--- config.mk ---
export PLATFORM = sky130hd
export DESIGN_NAME = hpc_share_codec
export DESIGN_NICKNAME = d
export VERILOG_FILES = /design/src/rtl/hpc_share_codec_pkg.sv /design/src/rtl/share_fifo.sv /design/src/rtl/hpc_share_codec.sv
export SDC_FILE = /design/constraint.sdc
export NUM_CORES = 1
export LEC_CHECK = 0
export CAP_MARGIN = 40
export CORE_MARGIN = 2
export CORE_UTILIZATION = 48
export CTS_CLUSTER_SIZE = 20
export DETAILED_ROUTE_END_ITERATION = 6
export PLACE_DENSITY_LB_ADDON = 0.08
export SLEW_MARGIN = 10
export SYNTH_ARGS = -nofsm -noshare
export SYNTH_HDL_FRONTEND = slang
export SYNTH_HIERARCHICAL = 1
export SYNTH_SLANG_ARGS = --single-unit
--- constraint.sdc ---
create_clock -name clock_0 -period 3.99 [get_ports clock_0]
set_input_delay 0.5985 -clock clock_0 [delete_from_list [all_inputs] [get_ports clock_0]]
set_output_delay 0.5985 -clock clock_0 [all_outputs]
set_load 0.005 [all_outputs]
--- src/rtl/hpc_share_codec_pkg.sv ---
`default_nettype none
// ============================================================================
//  Module      : hpc_share_codec_pkg
//  Description : Shared defaults, rnd_in field offsets and the share-slice
//                index helper for the masked AND codec.
//  Revision    : 1.0 - initial release
// ============================================================================
package hpc_share_codec_pkg;

  // Default geometry: 8-bit lanes, 3 shares (order 2), 2-cycle gadget,
  // 4-entry return FIFO.
  localparam int unsigned C_W_DEFAULT     = 8;
  localparam int unsigned C_N_DEFAULT     = 3;
  localparam int unsigned C_LAT_DEFAULT   = 2;
  localparam int unsigned C_DEPTH_DEFAULT = 4;

  // rnd_in field offsets, in units of W bits.
  localparam int unsigned C_RND_M0_SLOT     = 0;  // operand a, share 1
  localparam int unsigned C_RND_M1_SLOT     = 1;  // operand a, share 2
  localparam int unsigned C_RND_M2_SLOT     = 2;  // operand b, share 1
  localparam int unsigned C_RND_M3_SLOT     = 3;  // operand b, share 2
  localparam int unsigned C_RND_GADGET_SLOT = 4;  // first gadget slice
  localparam int unsigned C_RND_SLOTS       = 10; // total rnd_in width / W
  localparam int unsigned C_GADGET_SLOTS    = 6;  // enc_rand width / W

  // Low bit index of share k inside a packed N*W share vector.
  function automatic int unsigned share_lo(input int unsigned k, input int unsigned w);
    return k * w;
  endfunction

endpackage
`default_nettype wire

--- src/rtl/share_fifo.sv ---
`default_nettype none
// ============================================================================
//  Module      : share_fifo
//  Description : Return FIFO holding still-masked result shares. Pointers wrap
//                modulo DEPTH, so DEPTH need not be a power of two.
//  Revision    : 1.0 - initial release
// ============================================================================
module share_fifo #(
  parameter int unsigned DATA_W = 24,
  parameter int unsigned DEPTH  = 4
) (
  input  logic                       clk,
  input  logic                       rst,
  input  logic                       push,
  input  logic [DATA_W-1:0]          push_data,
  input  logic                       pop,
  output logic [DATA_W-1:0]          head_data,
  output logic                       empty,
  output logic                       full,
  output logic [$clog2(DEPTH+1)-1:0] count
);

  localparam int unsigned PTR_W = (DEPTH > 1) ? $clog2(DEPTH) : 1;
  localparam int unsigned CNT_W = $clog2(DEPTH+1);

  logic [PTR_W-1:0]  wr_ptr_q, wr_ptr_d;
  logic [PTR_W-1:0]  rd_ptr_q, rd_ptr_d;
  logic [CNT_W-1:0]  count_q,  count_d;
  logic [DATA_W-1:0] mem_q [DEPTH];
  logic [DATA_W-1:0] mem_d [DEPTH];
  logic              wr_en;
  logic              rd_en;

  function automatic logic [PTR_W-1:0] next_ptr(input logic [PTR_W-1:0] p);
    return (p == PTR_W'(DEPTH - 1)) ? '0 : p + 1'b1;
  endfunction

  assign empty     = (count_q == '0);
  assign full      = (count_q == CNT_W'(DEPTH));
  assign count     = count_q;
  assign head_data = mem_q[rd_ptr_q];

  // A push into a full FIFO is only legal when the head leaves in the same cycle.
  assign rd_en = pop & ~empty;
  assign wr_en = push & (~full | rd_en);

  // Pointer and occupancy update; push+pop together leaves the count unchanged.
  always_comb begin
    wr_ptr_d = wr_ptr_q;
    rd_ptr_d = rd_ptr_q;
    count_d  = count_q;
    if (wr_en) wr_ptr_d = next_ptr(wr_ptr_q);
    if (rd_en) rd_ptr_d = next_ptr(rd_ptr_q);
    case ({wr_en, rd_en})
      2'b10:   count_d = count_q + 1'b1;
      2'b01:   count_d = count_q - 1'b1;
      default: count_d = count_q;
    endcase
  end

  // Storage write; contents need no reset because count gates visibility.
  always_comb begin
    mem_d = mem_q;
    if (wr_en) mem_d[wr_ptr_q] = push_data;
  end

  // Control state register.
  always_ff @(posedge clk or posedge rst) begin
    if (rst) begin
      wr_ptr_q <= '0;
      rd_ptr_q <= '0;
      count_q  <= '0;
    end else begin
      wr_ptr_q <= wr_ptr_d;
      rd_ptr_q <= rd_ptr_d;
      count_q  <= count_d;
    end
  end

  // Storage register.
  always_ff @(posedge clk) begin
    mem_q <= mem_d;
  end

  a_no_overflow : assert property (@(posedge clk) disable iff (rst) !(push && full && !pop))
    else $error("share_fifo: push into full FIFO");

endmodule
`default_nettype wire

--- src/rtl/hpc_share_codec.sv ---
`default_nettype none
// ============================================================================
//  Module      : hpc_share_codec
//  Description : Masks two operands into 3-share encodings for an external
//                HPC AND gadget, tracks gadget latency with a token shift
//                register, buffers the returned shares in a FIFO and unmasks
//                the FIFO head on the way out.
//  Revision    : 1.0 - initial release
// ============================================================================
module hpc_share_codec
  import hpc_share_codec_pkg::*;
#(
  parameter int unsigned W     = C_W_DEFAULT,
  parameter int unsigned N     = C_N_DEFAULT,     // encoder is built for 3 shares
  parameter int unsigned LAT   = C_LAT_DEFAULT,   // >= 1
  parameter int unsigned DEPTH = C_DEPTH_DEFAULT  // >= LAT+1
) (
  input  logic                           clock_0,
  input  logic                           reset_0,
  input  logic                           in_valid,
  output logic                           in_ready,
  input  logic [W-1:0]                   in_a,
  input  logic [W-1:0]                   in_b,
  input  logic [C_RND_SLOTS*W-1:0]       rnd_in,
  input  logic                           rnd_valid,
  output logic [N*W-1:0]                 enc_a,
  output logic [N*W-1:0]                 enc_b,
  output logic [C_GADGET_SLOTS*W-1:0]    enc_rand,
  output logic                           enc_valid,
  input  logic [N*W-1:0]                 ret_z,
  output logic                           out_valid,
  input  logic                           out_ready,
  output logic [W-1:0]                   out_z
);

  localparam int unsigned CNT_W = $clog2(DEPTH+1);
  localparam int unsigned OCC_W = $clog2(DEPTH+LAT+1) + 1;

  logic [N*W-1:0]              enc_a_q,    enc_a_d;
  logic [N*W-1:0]              enc_b_q,    enc_b_d;
  logic [C_GADGET_SLOTS*W-1:0] enc_rand_q, enc_rand_d;
  logic [LAT-1:0]              token_q,    token_d;

  logic [W-1:0]     mask0, mask1, mask2, mask3;
  logic             accept;
  logic             push;
  logic             pop;
  logic             fifo_empty;
  logic             fifo_full;
  logic [CNT_W-1:0] fifo_count;
  logic [N*W-1:0]   fifo_head;
  logic [OCC_W-1:0] occupancy;
  logic [W-1:0]     unmasked;

  assign mask0 = rnd_in[C_RND_M0_SLOT*W +: W];
  assign mask1 = rnd_in[C_RND_M1_SLOT*W +: W];
  assign mask2 = rnd_in[C_RND_M2_SLOT*W +: W];
  assign mask3 = rnd_in[C_RND_M3_SLOT*W +: W];

  // Accepted-but-not-yet-buffered operations plus FIFO entries bound the
  // return traffic, so the FIFO can never overflow.
  always_comb begin
    occupancy = OCC_W'(fifo_count);
    for (int i = 0; i < LAT; i++) begin
      occupancy = occupancy + OCC_W'(token_q[i]);
    end
  end

  assign in_ready = ~reset_0 & (occupancy < OCC_W'(DEPTH));
  assign accept   = in_valid & rnd_valid & in_ready;

  // Token shift: bit 0 is the enc_valid pulse, bit LAT-1 marks the cycle in
  // which the gadget presents the matching result shares.
  always_comb begin
    token_d    = token_q;
    token_d[0] = accept;
    for (int i = 1; i < LAT; i++) begin
      token_d[i] = token_q[i-1];
    end
  end

  // Share encoding: the operand is only ever XORed with masks before it is
  // stored, so no register holds it in the clear. Registers hold when idle.
  always_comb begin
    enc_a_d    = enc_a_q;
    enc_b_d    = enc_b_q;
    enc_rand_d = enc_rand_q;
    if (accept) begin
      enc_a_d[share_lo(0, W) +: W] = (in_a ^ mask0) ^ mask1;
      enc_a_d[share_lo(1, W) +: W] = mask0;
      enc_a_d[share_lo(2, W) +: W] = mask1;
      enc_b_d[share_lo(0, W) +: W] = (in_b ^ mask2) ^ mask3;
      enc_b_d[share_lo(1, W) +: W] = mask2;
      enc_b_d[share_lo(2, W) +: W] = mask3;
      enc_rand_d = rnd_in[C_RND_SLOTS*W-1 : C_RND_GADGET_SLOT*W];
    end
  end

  // Encoding and token registers; reset also drops anything in flight.
  always_ff @(posedge clock_0 or posedge reset_0) begin
    if (reset_0) begin
      enc_a_q    <= '0;
      enc_b_q    <= '0;
      enc_rand_q <= '0;
      token_q    <= '0;
    end else begin
      enc_a_q    <= enc_a_d;
      enc_b_q    <= enc_b_d;
      enc_rand_q <= enc_rand_d;
      token_q    <= token_d;
    end
  end

  assign enc_a     = enc_a_q;
  assign enc_b     = enc_b_q;
  assign enc_rand  = enc_rand_q;
  assign enc_valid = token_q[0];

  assign push      = token_q[LAT-1];
  assign out_valid = ~fifo_empty;
  assign pop       = out_valid & out_ready;

  share_fifo #(
    .DATA_W (N*W),
    .DEPTH  (DEPTH)
  ) u_ret_fifo (
    .clk       (clock_0),
    .rst       (reset_0),
    .push      (push),
    .push_data (ret_z),
    .pop       (pop),
    .head_data (fifo_head),
    .empty     (fifo_empty),
    .full      (fifo_full),
    .count     (fifo_count)
  );

  // Unmask only at the output boundary; an empty FIFO reads as zero.
  always_comb begin
    unmasked = '0;
    for (int k = 0; k < N; k++) begin
      unmasked = unmasked ^ fifo_head[share_lo(k, W) +: W];
    end
    out_z = out_valid ? unmasked : '0;
  end

endmodule
`default_nettype wire

# Yosys cells after proc, flatten, opt, wreduce, memory -nomap -nowiden
# Index checks and enable logic that the tools add are counted.
# Widths: inputs -> output; s select.
word_totals:
  ff_bits: 201
  in_bits: 125
  out_inout_bits: 107
  word_cells: 57
op_classes:
  n_addsub: 6
  magnitude_cmp: 4
  eq_ne: 5
  n_mux: 10
  bitwise: 18
  reduce_logical: 3
ops:
  columns: ["cell", "n"]
  rows:
  - ["$bwmux 96", 1]
  - ["$mux 24", 3]
  - ["$bmux 24 s2", 1]
  - ["$demux 24 s2", 1]
  - ["$xor 8x8->8", 6]
  - ["$mux 8", 1]
  - ["$and 1x1->1", 6]
  - ["$eq 2x2->1 const B", 3]
  - ["$ge 3x3->1 const B", 2]
  - ["$not 2->3", 2]
  - ["$pmux 3 s2", 1]
  - ["$add 2x1->2 const B", 2]
  - ["$add 3x1->4", 1]
  - ["$add 4x1->4", 1]
  - ["$lt 4x3->1 const B", 1]
  - ["$mux 2", 2]
  - ["$add 3x1->3 const B", 1]
  - ["$eq 3x3->1 const B", 1]
  - ["$logic_not 3->1", 1]
  - ["$lt 3x1->1 const B", 1]
  - ["$not 1->1", 3]
  - ["$sub 3x1->3 const B", 1]
  - ["$eq 2x1->1 const B", 1]
  - ["$reduce_bool 2->1", 1]
  - ["2 further kinds", 2]

# Longest topological paths before layout
# Gate-level depths: netlist of the first run.
depth:
  word_depth: 8
  depth_mapped: 11
  mapped_depth_nobuf: 10

# Cells and area by module
# The synthesis of the first run kept the hierarchy.
by_module_without_submodules:
  columns: ["mod", "n_inst", "cells_each", "area_per_inst_um2", "seq_area_each_um2"]
  rows:
  - ["hpc_share_codec", 1, 269, 4121.5, 2452.4]
  - ["share_fifo", 1, 168, 3926.3, 3057.9]

# Worst setup path after synthesis of the first run
# OpenSTA, ideal clock, no wires.
synth_timing:
  kind: "flip-flop to flip-flop"
  startpoint: "register u_ret_fifo.count_q[1], in the netlist u_ret_fifo/count[1]"
  endpoint: "register u_ret_fifo.count_q[2], in the netlist u_ret_fifo/count[2]"
  setup_time_ns: 0.079
  arrival_time_ns: 2.260
  t_required_ns: 3.911
  setup_slack_ns: 1.651
  path_stages_with_launch: 12
  path_buffers: 1
  synth_period_minus_slack_ns: 2.339
  cell_sequence: "dfrtp_1 > nor3_1 > clkbuf_1 > nor2b_1 > o21a_4 > inv_1 > ha_1 > inv_1 > fa_1 > xor2_1 > nor2_1 > xor2_1"
synth_via:
  elab_chain_cells: 8
  elab_cells_between_ends: 14
  classes_between: "add/sub (2); eq/ne (3); mux (1); bitwise (6); reduce/logical (2)"
synth_lines:
  columns: ["item", "line", "source"]
  rows:
  - ["start: declaration", "share_fifo.sv:28", "logic [CNT_W-1:0] count_q, count_d;"]
  - ["start signal: assignment", "share_fifo.sv:76", "count_q <= count_d;"]
  - ["$logic_not 3->1 *", "share_fifo.sv:38", "assign empty = (count_q == '0);"]
  - ["net fifo_empty", "hpc_share_codec.sv:48", "logic fifo_empty;"]
  - ["$not 1->1 *", "hpc_share_codec.sv:120", "assign out_valid = ~fifo_empty;"]
  - ["$and 1x1->1 *", "hpc_share_codec.sv:121", "assign pop = out_valid & out_ready;"]
  - ["net pop", "hpc_share_codec.sv:47", "logic pop;"]
  - ["$and 1x1->1 *", "share_fifo.sv:44", "assign rd_en = pop & ~empty;"]
  - ["$or 1x1->1", "share_fifo.sv:45", "assign wr_en = push & (~full | rd_en);"]
  - ["$and 1x1->1", "share_fifo.sv:45", null]
  - ["$eq 2x1->1 or $eq 2x2->1 (tied branches)", "share_fifo.sv:54", "case ({wr_en, rd_en})"]
  - ["$pmux 3 s2 or $reduce_bool 2->1 (tied branches)", null, null]
# Mark *: on every way through the listed nets, which the timed path passes. The rest lies on a longest branch.
# A chain may end at the register's enable or synchronous reset.

# Final worst setup path of the first run
layout_timing:
  startpoint: "register u_ret_fifo.rd_ptr_q[0]"
  endpoint: "output out_z[3]"
layout_via:
  elab_cells_between_ends: 7
  classes_between: "mux (4); bitwise (3)"
layout_rtl:
  columns: ["item", "line", "source"]
  rows:
  - ["start: declaration", "share_fifo.sv:27", "logic [PTR_W-1:0] rd_ptr_q, rd_ptr_d;"]
  - ["start signal: assignment", "share_fifo.sv:75", "rd_ptr_q <= rd_ptr_d;"]
  - ["$not 2->3 (implied by the code)", "share_fifo.sv:41", "assign head_data = mem_q[rd_ptr_q];"]
  - ["$bmux 24 s2", "share_fifo.sv:41", null]
  - ["$mux 24 (implied by the code) (2 in a row)", "share_fifo.sv:41", null]
  - ["net fifo_head[19]", "hpc_share_codec.sv:51", "logic [N*W-1:0] fifo_head;"]
  - ["$xor 8x8->8", "hpc_share_codec.sv:142", "unmasked = unmasked ^ fifo_head[share_lo(k, W) +: W];"]
  - ["$mux 8", "hpc_share_codec.sv:144", "out_z = out_valid ? unmasked : '0;"]
  - ["end: declaration", "hpc_share_codec.sv:33", "output logic [W-1:0] out_z"]
# The timed path passes the listed nets, and every way through them passes these cells. The select of a mux whose other input is x is not followed.

==> results of run 1 <==
## routing by layer
layer  GRT usage  share of wire  vias up
met2       0.358           0.52      149
met4      0.0508          0.013        0
met5           0              0        -
met1       0.235           0.37     2316
li1            -              -     2099
met3      0.0788          0.090       17
## power groups by stage
stage / Clock, mW / Sequential [mW] / Combinational, mW
floorplan: 0 / 3.09 / 1.30
global placement: 0 / 3.16 / 2.89
detailed placement: 0 / 3.19 / 2.93
CTS: 2.15 / 3.17 / 2.96
global route: 2.24 / 3.19 / 3.23
finish: 2.10 / 3.11 / 2.98
## worst max-delay path, delay by kind of cell, from the launching register on
| kind | cells | cell delay [ps] |
|---|---|---|
| buffers and inverters | 2 | 750 |
| multiplexers | 1 | 530 |
| flip-flops | 1 | 510 |
| XOR/XNOR | 2 | 300 |
| AND/OR/NAND/NOR | 1 | 110 |
## sequential cells by signal, summed over array words and instances (netlist names)
name and flops:
u_ret_fifo/mem_q 96, enc_rand 48, enc_a 24, enc_b 24, u_ret_fifo/count 3, token_q 2
u_ret_fifo/rd_ptr_q 2, u_ret_fifo/wr_ptr_q 2
## stage by stage
| stage | total power [mW] | instances | util | setup slack [ps] |
|---|---|---|---|---|
| final | 8.19 | 915 | 0.691 | 693 |
| after global placement | 6.05 | 876 | 0.644 | 935 |
| after global routing | 8.66 | 915 | 0.691 | 512 |
| after floorplan | 4.39 | 436 | - | 829 |
| after CTS | 8.28 | 913 | 0.689 | 368 |
| after detailed placement | 6.12 | 876 | 0.644 | 909 |
## cell type report
type,instances,area [um^2],share of cell area
Timing Repair Buffer,238,2390,0.210
Antenna cell,1,2.50,0.000220
Clock buffer,25,561,0.0493
Clock inverter,12,190,0.0167
Multi-Input combinational cell,208,2400,0.211
Tap cell,220,275,0.0242
Inverter,10,40.0,0.00352
Sequential cell,201,5510,0.485
## worst paths after layout
kind / start / endpoint / depth (start not counted)
max: u_ret_fifo/rd_ptr_q[0]$_DFFE_PP0P_ / out_z[3] / 6
min: token_q[0]$_DFF_PP0_ / token_q[1]$_DFF_PP0_ / 0
max reg2reg: u_ret_fifo/count[0]$_DFFE_PP0P_ / u_ret_fifo/count[2]$_DFFE_PP0P_ / 11
min reg2reg: token_q[0]$_DFF_PP0_ / token_q[1]$_DFF_PP0_ / 0
max in group asynchronous: reset_0 / enc_a[5]$_DFFE_PP0P_ / 3
min in group asynchronous: reset_0 / u_ret_fifo/count[1]$_DFFE_PP0P_ / 2
==> impl_metrics.ini, run 1 <==
[run_status]
status = finished, final reports clean

[clock_tree]
cts_made_buffers = 21
ctsResizeCount = 0
htree_levels = 1
clock_latency_ps = 490
cts_buffer_depth = 3
cts_tree = done
path_clk_slew_ps = 70
postCtsSetupBuffers = 0
clkSinkCount = 201
cts_root_buffer = clkbuf_16
ctsHoldBuffers = 0

[sta]
final.min_clock_period_ps = 3300
tightest_slew_ps = 675
holdWs_ps = 414
fmaxAchievable_mhz = 303
slew_violations = 0
fin_worst_skew_ps = 18.7
finalHoldViolations = 0
rsz0062_at_grt = no
fin_crit_sh = 0.826
setup_tns_ps = 0
setup_viol = 0
slew_headroom = 0.550

[setup_path]
slowest_stage = mux4_2
crit_arrival_ps = 2700
crit_path_end_kind = output pin
worstPathCellList = buf_12, mux4_2, xor2_1, xnor2_1, nor2_1, clkdlybuf4s50_1
critPathLaunchType = flop
critPathKind = reg -> out
path_max_fanout = 21
reg2reg_slack_ps = 1580
cp.required_ps = 3390
crit_path_max_incr_delay_ps = 530

[floorplan]
ios = 232
core_area_um2 = 16500
die_y_um = 133
die-area_um2 = 17800
num_rows = 47
initial_core_util = 0.489
die-width_um = 133

[pwr]
p_per_area_nw_per_um2 = 720
vdd_drop_max_v = 0.000437
internal_power_mw = 6.05
seq_power_share = 0.379
switching_share = 0.261
pwr-share-comb = 0.364
switchingPower_mw = 2.14
p_leak_nw = 4.29
clockPowerShare = 0.256

[synthesis]
netlist_instances = 436
syn_area_per_cell_um2 = 18.4
yosysWarnings = 6
syn_nets = 569
syn_area_um2 = 8040

[final_layout]
num-fill-cells = 1118
final_area_um2 = 11400
area_growth_syn_to_layout_pct = 41.4
layout.nets = 813
layout_commonest_cell = clkdlybuf4s50_1
drive_gt1_frac = 0.209
layout_common_cells = clkdlybuf4s50_1 (231), dfrtp_1 (104), edfxtp_1 (96), mux2_2 (69), xnor2_1 (41)

[drt]
wl_per_cell_um = 19.3
drt_wl_total_um = 17600
viasPerCell = 5.01
drc = 0
first_pass_iters = 4
final_antenna_net_count = 0
detailroute.via_count = 4581
drtIter0Drc = 134

[placed_design]
place_congestion = 0.802
hpwl_um = 12200
placed_area_um2 = 10600
place.port_buffers = 231

[grt]
grt_pass1_wl_um = 28100
grt_usage = 0.203
grt_pass1_vias = 5176
antenna_found_initial = 1
overflow = 0
grt_start_max_net_pins = 98

[worst_hold_path]
hp-class = reg -> reg

[run]
maxCapViolCount = 0
Note: power is estimated with default switching activity, not from simulation.
==> inputs of run 2 (changes only) <==
CORE_UTILIZATION = 43   (was 48)
clock period = 3 ns   (was 3.99 ns; I/O delays follow)
==> run 2 against run 1 <==
Compared with the run above:
- worst hold slack got worse by 10 ps
- clock skew fell by 13 ps
- cell count rose by 3.8%
- clock power rose by 24%
- via count rose by 1.2%
- design area rose by 1.8%
- combinational power rose by 40%
- critical path depth rose by 2
- sequential cell count did not move
- critical path type unchanged
- critical endpoint unchanged
==> impl_metrics.ini, run 2 (synthesis gave the netlist of run 1 again) <==
[pwr]
p_per_area_nw_per_um2 = 941
vdd_drop_max_v = 0.000594
power.total_mw = 10.9
p_leak_nw = 4.42

[floorplan]
ios = 232
die-area_um2 = 19800
die_y_um = 141
die-width_um = 141
initial_core_util = 0.434
num_rows = 50
core_area_um2 = 18500

[sta]
slew_violations = 0
setup_viol = 0
fin_worst_skew_ps = 5.67
setup_tns_ps = 0
worst_slack_ps = 93.9
fmaxAchievable_mhz = 344
holdWs_ps = 404
slew_headroom = 0.533
finalHoldViolations = 0
tightest_slew_ps = 700
final.min_clock_period_ps = 2910
fin_crit_sh = 0.969

[clock_tree]
clkSinkCount = 201
path_clk_slew_ps = 50
cts_made_buffers = 23
clock_latency_ps = 490
ctsHoldBuffers = 0
cts_buffer_depth = 3
cts_root_buffer = clkbuf_16
htree_levels = 1
cts_tree = done

[grt]
antenna_found_initial = 0
grt_pass1_vias = 5317
grt_pass1_wl_um = 28700
grt_usage = 0.186
overflow = 0
grt_start_max_net_pins = 76

[final_layout]
num-fill-cells = 1410
final_area_um2 = 11600
insertedDiodeCount = 0
drive_gt1_frac = 0.226
layout_commonest_cell = clkdlybuf4s50_1
max_flop_register = u_ret_fifo/mem_q
area_growth_syn_to_layout_pct = 43.9
largest_reg_flops = 96
layout.nets = 833
layout_common_cells = clkdlybuf4s50_1 (223), dfrtp_1 (104), edfxtp_1 (96), mux2_2 (69), xnor2_1 (41)

[setup_path]
startpoint = u_ret_fifo/rd_ptr_q[0]$_DFFE_PP0P_
path_max_fanout = 5
endpoint = out_z[3]
critPathLaunchType = flop
cp.required_ps = 2550
timing.rr.end = enc_a[16]$_DFFE_PP0P_
reg2reg_slack_ps = 700
regToRegStartpoint = u_ret_fifo/count[0]$_DFFE_PP0P_
ff2ff_path_depth = 5
crit_arrival_ps = 2460
crit_path_end_kind = output pin
critPathKind = reg -> out

[run]
maxCapViolCount = 0

[placed_design]
dp_slack_ps = 453
placed_area_um2 = 10700
place.port_buffers = 231
hpwl_um = 12500
place_congestion = 0.749

[run_status]
status = finished, final reports clean

[drt]
wl_per_cell_um = 19.1
final_antenna_net_count = 0
drt_wl_total_um = 18200
viasPerCell = 4.88
first_pass_iters = 4
detailroute.via_count = 4635
drtIter0Drc = 188
drc = 0

[worst_hold_path]
hp-class = in -> async
## run 2: cell count changes in the layout (fill, tap and decap cells not counted), sizes merged
| cell | change |
|---|---|
| clkdlybuf4s50 | -8 |
| clkbuf | +12 |
| bufinv | -4 |
| clkdlybuf4s15 | +1 |
| dlygate4sd2 | +4 |
| buf | +16 |
| inv | -1 |
| dlymetal6s2s | +3 |
| clkinv | -1 |
| diode | -1 |
## run 2: how the worst min path moves through the flow
stage,to,start
floorplan,u_ret_fifo/count[0]$_DFFE_PP0P_,reset_0
global placement,token_q[1]$_DFF_PP0_,token_q[0]$_DFF_PP0_
detailed placement,token_q[1]$_DFF_PP0_,token_q[0]$_DFF_PP0_
CTS,u_ret_fifo/count[0]$_DFFE_PP0P_,reset_0
global route,token_q[1]$_DFF_PP0_,token_q[0]$_DFF_PP0_
finish,u_ret_fifo/count[0]$_DFFE_PP0P_,reset_0
## run 2: where the power goes
part / switching, mW / total (mW) / internal [mW]
registers: 0.438 / 4.09 / 3.66
clock network: 1.02 / 2.61 / 1.59
logic: 1.44 / 4.18 / 2.74
total: 2.90 / 10.9 / 7.99
## run 2: worst max-delay path, cell delays in order, from the launching register on
cell           delay [ps]
dfrtp_2               450
buf_6                 130
buf_12                100
buf_4                 120
mux4_2                520
xor2_2                200
xnor2_1               140
nor2_1                 60
dlygate4sd2_1         260
## run 2: through the flow
stage | cells | utilization
4_1_cts | 946 | 0.622
6_report | 950 | 0.625
2_1_floorplan | 436 | -
3_3_place_gp | 893 | 0.577
5_1_grt | 950 | 0.625
3_5_place_dp | 893 | 0.577
## run 2: cell type report
| cell class | count | area, um^2 | share of cell area |
|---|---|---|---|
| clock buffer | 35 | 661 | 0.0571 |
| sequential | 201 | 5510 | 0.476 |
| inverter | 10 | 41.3 | 0.00357 |
| timing repair buffer | 256 | 2590 | 0.224 |
| clock inverter | 6 | 51.3 | 0.00443 |
| tap | 234 | 293 | 0.0253 |
| multi-input combinational | 208 | 2420 | 0.210 |
## run 2: what timing repair did
action / CTS / global route
gates resized for setup: 9 / 9
buffers inserted: 10 / 4
cloned: 2 / 0
setup endpoints to repair: 8 / 7
pin swaps: 0 / 1
## run 2: metal layers
metal  track usage  routed length, um  up-vias
met5             0                  0        -
met4        0.0437                265        0
met3        0.0740               1750       22
met2         0.327               9240      160
met1         0.215               6940     2328
li1              -                  -     2125
